===== config.mk =====
export PLATFORM = sky130hd
export DESIGN_NAME = scan_mux
export DESIGN_NICKNAME = d
export VERILOG_FILES = /design/src/rtl/scan_mux.sv
export SDC_FILE = /design/constraint.sdc
export NUM_CORES = 1
export LEC_CHECK = 0
export BUFFER_PORTS_ARGS = -buffer_cell sky130_fd_sc_hd__buf_2
export CORE_ASPECT_RATIO = 1.1
export CORE_MARGIN = 2
export CORE_UTILIZATION = 25
export CTS_CLUSTER_SIZE = 30
export DETAILED_ROUTE_END_ITERATION = 10
export SYNTH_ARGS = -nofsm -noshare
export SYNTH_HDL_FRONTEND = slang
export SYNTH_SLANG_ARGS = --single-unit

===== constraint.sdc =====
create_clock -name clk -period 2.7 [get_ports clk]
set_input_delay 0.27 -clock clk [delete_from_list [all_inputs] [get_ports clk]]
set_output_delay 0.27 -clock clk [all_outputs]
set_load 0.005 [all_outputs]

===== src/rtl/scan_mux.sv =====
// Registered N-channel signed mux with manual select and serial scan mode.
// Optional build macro SCAN_MUX_CONT_EN: gapless back-to-back scans while start stays high.
//
// state  | meaning
// S_IDLE | manual select (mode=0) or waiting for a scan start (mode=1)
// S_SCAN | emitting channel idx, one channel per cycle
module scan_mux #(
    parameter int WIDTH    = 3,
    parameter int CHANNELS = 3,
    parameter int SEL_W    = 2
) (
    input  logic                         clk,
    input  logic                         rst,
    input  logic [CHANNELS*WIDTH-1:0]    in_bus,
    input  logic                         mode,
    input  logic [SEL_W-1:0]             sel,
    input  logic                         start,
    output logic signed [WIDTH-1:0]      out,
    output logic                         out_valid,
    output logic [SEL_W-1:0]             cur_sel,
    output logic                         busy,
    output logic                         last
);

    localparam logic [0:0] S_IDLE = 1'b0;
    localparam logic [0:0] S_SCAN = 1'b1;

    localparam logic [SEL_W-1:0] LAST_IDX = SEL_W'(CHANNELS - 1);

    logic [0:0]              state;
    logic [SEL_W-1:0]        idx;
    logic signed [WIDTH-1:0] ch [CHANNELS];
    logic signed [WIDTH-1:0] man_val;
    logic                    man_hit;
    logic signed [WIDTH-1:0] scan_val;
    logic                    cont_go;

    for (genvar g = 0; g < CHANNELS; g++) begin : g_ch
        assign ch[g] = in_bus[g*WIDTH +: WIDTH];
    end

    // Loop-based decode keeps out-of-range selects from indexing past the array.
    always_comb begin
        man_val  = '0;
        man_hit  = 1'b0;
        scan_val = '0;
        for (int i = 0; i < CHANNELS; i++) begin
            if (sel == SEL_W'(i)) begin
                man_val = ch[i];
                man_hit = 1'b1;
            end
            if (idx == SEL_W'(i)) begin
                scan_val = ch[i];
            end
        end
    end

`ifdef SCAN_MUX_CONT_EN
    assign cont_go = start & mode;
`else
    assign cont_go = 1'b0;
`endif

    always_ff @(posedge clk) begin
        if (rst) begin
            state     <= S_IDLE;
            idx       <= '0;
            out       <= '0;
            out_valid <= 1'b0;
            cur_sel   <= '0;
            busy      <= 1'b0;
            last      <= 1'b0;
        end else begin
            case (state)
                S_IDLE: begin
                    last <= 1'b0;
                    if (!mode) begin
                        out       <= man_hit ? man_val : '0;
                        cur_sel   <= sel;
                        out_valid <= man_hit;
                    end else if (start) begin
                        state     <= S_SCAN;
                        idx       <= '0;
                        busy      <= 1'b1;
                        out_valid <= 1'b0;
                    end else begin
                        out_valid <= 1'b0;
                    end
                end
                S_SCAN: begin
                    out       <= scan_val;
                    cur_sel   <= idx;
                    out_valid <= 1'b1;
                    if (idx == LAST_IDX) begin
                        last <= 1'b1;
                        idx  <= '0;
                        if (!cont_go) begin
                            state <= S_IDLE;
                            busy  <= 1'b0;
                        end
                    end else begin
                        last <= 1'b0;
                        idx  <= idx + 1'b1;
                    end
                end
                default: begin
                    state <= S_IDLE;
                    idx   <= '0;
                    busy  <= 1'b0;
                end
            endcase
        end
    end

endmodule


* Word level (Yosys, flattened, before mapping) *
Index checks and enable logic that the tools add are counted.

cells by class
  $add $sub $neg = 1
  equality and inequality tests = 8
  muxes and demuxes = 30
  bitwise gates (word level) = 1
  reductions and logical operators = 4

operators with widths
  operator                                              number
  2-to-1 mux 3 bit                                      8
  2-to-1 mux 1 bit                                      11
  2-to-1 mux 2 bit                                      4
  one-hot mux 1 bit (2 select lines)                    4
  one-hot mux 2 bit (2 select lines)                    2
  != test 2 bit (second input constant)                 3
  one-hot mux 3 bit (2 select lines)                    1
  equality test 2 x 1 -> 1 bit (second input constant)  2
  equality test 2 bit (second input constant)           2
  logical NOT 2 bit                                     2
  AND reduction 3 bit                                   1
  adder 2 x 1 -> 2 bit (second input constant)          1
  != test 2 x 1 -> 1 bit (second input constant)        1
  AND reduction 2 bit                                   1
  inverter 1 bit                                        1

word-level totals
  flip-flop bits (word level) = 11
  input port bits = 15
  output and inout port bits = 8
  logic and storage cells = 51

* Logic depth before layout (Yosys ltp) *
  depth after elaboration = 7
  mapped depth = 5
  depth with buffers taken out = 4

* Worst setup path before layout *
OpenSTA, ideal clock, no wires.

  path kind = input -> register
  start = input sel[1]
  end = register out[0]
  library setup time = 0.074 ns
  arrival time = 0.993 ns
  required time = 2.626 ns
  path slack = 1.633 ns
  cell stages on the path = 5
  buffers on the path = 1
  path through = buf_2 -> a211o_1 -> a21oi_1 -> o21ai_1 -> a31oi_1

on the way
  word-level cells in the longest chain between the ends = 7
  elaborated cells on any way between the ends = 12
  classes of those cells = eq/ne (2); mux (9); reduce/logical (1)

ends and longest elaborated chain
  element                                                            RTL line  RTL
  start, declared                                                    16        input logic [SEL_W-1:0] sel,
  logical NOT 2 bit                                                  48        if (sel == SEL_W'(i)) begin
  2-to-1 mux 3 bit or 2-to-1 mux 1 bit (tied branches) (3 in a row)  48
  2-to-1 mux 3 bit *                                                 78        out <= man_hit ? man_val : '0;
  2-to-1 mux 3 bit *                                                 77        if (!mode) begin
  one-hot mux 3 bit (2 select lines) *                               74        case (state)
  end signal, assigned                                               78
  end signal, assigned                                               91        out <= scan_val;
  end, declared                                                      18        output logic signed [WIDTH-1:0] out,

Mark *: on every way between the ends. The rest lies on a longest branch, timed or not. The select of a mux whose other input is x is not followed.
A chain may end at the register's enable or synchronous reset.

* Final worst setup path *
  start = register state
  end = register busy

on the way
  word-level cells in the longest chain between the ends = 3
  elaborated cells on any way between the ends = 6
  classes of those cells = eq/ne (3); mux (1); bitwise (1); reduce/logical (1)

ends and longest elaborated chain
  element                               RTL line  RTL
  start, declared                       30        logic [0:0] state;
  start signal, assigned                66        state <= S_IDLE;
  start signal, assigned                82        state <= S_SCAN;
  start signal, assigned                98        state <= S_IDLE;
  inverter 1 bit                        -
  != test 2 bit (no source line)        -
  AND reduction 3 bit (no source line)  -
  end signal, assigned                  71        busy <= 1'b0;
  end signal, assigned                  84        busy <= 1'b1;
  end signal, assigned                  99        busy <= 1'b0;
  end, declared                         21        output logic busy,

Parallel ways exist; a longest one is shown, timed or not.

==> metrics <==
Hold Vio Cnt, Final 0; CP arrival 1.45 ns; hold crit path type in -> reg; leak pwr 0.000295 uW; Post-synth ARST share 0%; Yosys reg bits 11; CTS buffer count 3; slowest stage delay, CP 0.56 ns; M1 GR Usage 13.4%; clk_lat worst skew 0.26 ns; clock sink total 11; Synth area leaders dfxtp_1, a21oi_1, nand2_1; Yosys top cell area share 37.6%; TNS Setup 0 ns; Die Wd 50.1 um; unrepaired setup endpoints after global routing false; WP buf/inv 0; max_slew headroom 73.7%; detailed placement HPWL 995 um; Die Area 2750 sq um; met2 GRT Util 16.7%; Initial DRT Pass Iterations 7; max-slew violation count 0; CP Class reg -> reg; port bufs 22; Tot GR Track Use 10.6%; Pwr Density 494 nW/um^2; core area 2230 sq um; first-pass GRT wire length 2.20 mm; CP Data Required Time 2.86 ns; sequential cell area fraction in the yosys report 37.6%; ys flop type dfxtp_1; # Max-Cap Violations 0; initial antenna violation count 0; slew at the pin with the worst max-slew slack 0.395 ns; Synth cell types 21; delay-heaviest family, CP flip-flops; Bufs on Longest Clock Path 2; Overflow after GRT 0; endpoints failing setup 0; startpoint types flip-flop; fmax 772 MHz; clock-pin slew on the worst setup and hold paths 0.07 ns; M3 GR Usage 1.64%; DR WL/cell 10.8 um; largest net degree at the start of global routing 14; busiest grt layer met2; # diodes 0; htree depth 1; Final Cycle Share 48.0%; Critical-path top delay cell dfxtp_1; via/cell ratio 4.74; Post-Synthesis Cells 72; hold-fix buffers at CTS 0; CP endpoint kind flip-flop; Initial Util 26.3%; post-synth net total 87; TritonCTS clock tree done; Detail Route Antenna Nets 0; post-cts resize count 0; CP cell instances nor2b_1 -> nand2_1 -> a21oi_1 -> nor2_1; P&R area growth vs syn 22.9%; nets 107; syn_area_per_cell 8.13 sq um; Residual DRC 0; DRT Wirelength 1.31 mm; post-CTS setup buffer count 0; Max FO, Critical Path 13; I/O pin count 23; drt initial violations 8; synthesized area 586 sq um; fin util 32.3%; worst clock skew 0.00143 ns; peak supply drop 182 uV; synth cell count leaders dfxtp_1, nand2_1, a21oi_1; top cell type by total area after synthesis dfxtp_1; most common cell in the synthesized netlist dfxtp_1; RD Place Congestion 0.784; number of synthesized flops with an enable pin 0; layout cells sized above 1 30.8%; FP Rows 18; vias in the first global route 531; CTS root buf clkbuf_4; Yosys warning total 0; minimum clock period after layout 1.30 ns; die height 54.8 um; Vias 574; outcome finished, final reports clean
[final timing paths]
path / endpoint / cells after the start / start / slack, ns
worst max-delay path: busy / 4 / state / 1.40
worst min-delay path: out[2] / 2 / rst / 0.31
worst max register to register: busy / 4 / state / 1.40
worst min register to register: out[2] / 2 / out[2] / 0.47
[layout make-up]
class / instances / area (sq um)
well taps: 30 / 37.5
inverters: 1 / 3.75
repair buffers: 22 / 110
fillers: 247 / 1510
multi-input cells: 53 / 322
clock buffers: 4 / 26.3
flip-flops and latches: 11 / 220
[layout by cell type (no fill, tap or decap), drive strengths merged, types with 4 or more instances in the layout]
master / synthesis / layout
a21oi: 7 / 7
nor2b: 5 / 5
dfxtp: 11 / 11
a211oi: 4 / 4
nor2: 6 / 6
buf: 5 / 22
clkbuf: 2 / 4
nand2: 9 / 9
[per-layer routing]
metal  vias up  share of wire [%]
met5         -                  0
met4         0               0.77
met1       258                 49
met2        24                 44
li1        290                  -
met3         2                6.2
[sequential cells by signal (all words and copies together), names as in the netlist]
| signal | count |
|---|---|
| last | 1 |
| busy | 1 |
| idx | 2 |
| cur_sel | 2 |
| out_valid | 1 |
| state | 1 |
| out | 3 |
[per-stage QoR]
stage / setup WS [ns] / std cells / total power, uW / area (sq um) / hold slack (ns)
CTS: 1.40 / 121 / 361 / 719 / 0.305
finish: 1.40 / 121 / 356 / 719 / 0.310
detailed placement: 1.43 / 117 / 251 / 693 / 0.467
global placement: 1.50 / 117 / 251 / 693 / 0.467
floorplan: 1.63 / 72 / 228 / 586 / 0.348
global route: 1.27 / 121 / 377 / 719 / 0.320
[power breakdown]
part	internal [uW]	leakage, uW	switching [uW]
combinational	32.8	0.000190	31.4
clock	57.2	0.0000150	51.4
sequential	173	0.0000904	10.1
total	263	0.000295	92.9
[cell families after synthesis]
logic type      synth area share [%]
flops                           37.6
mux                             10.9
buf+inv                         7.48
simple gates                    19.9
compound gates                  24.1
No activity file was read; power rests on OpenSTA's default activity.
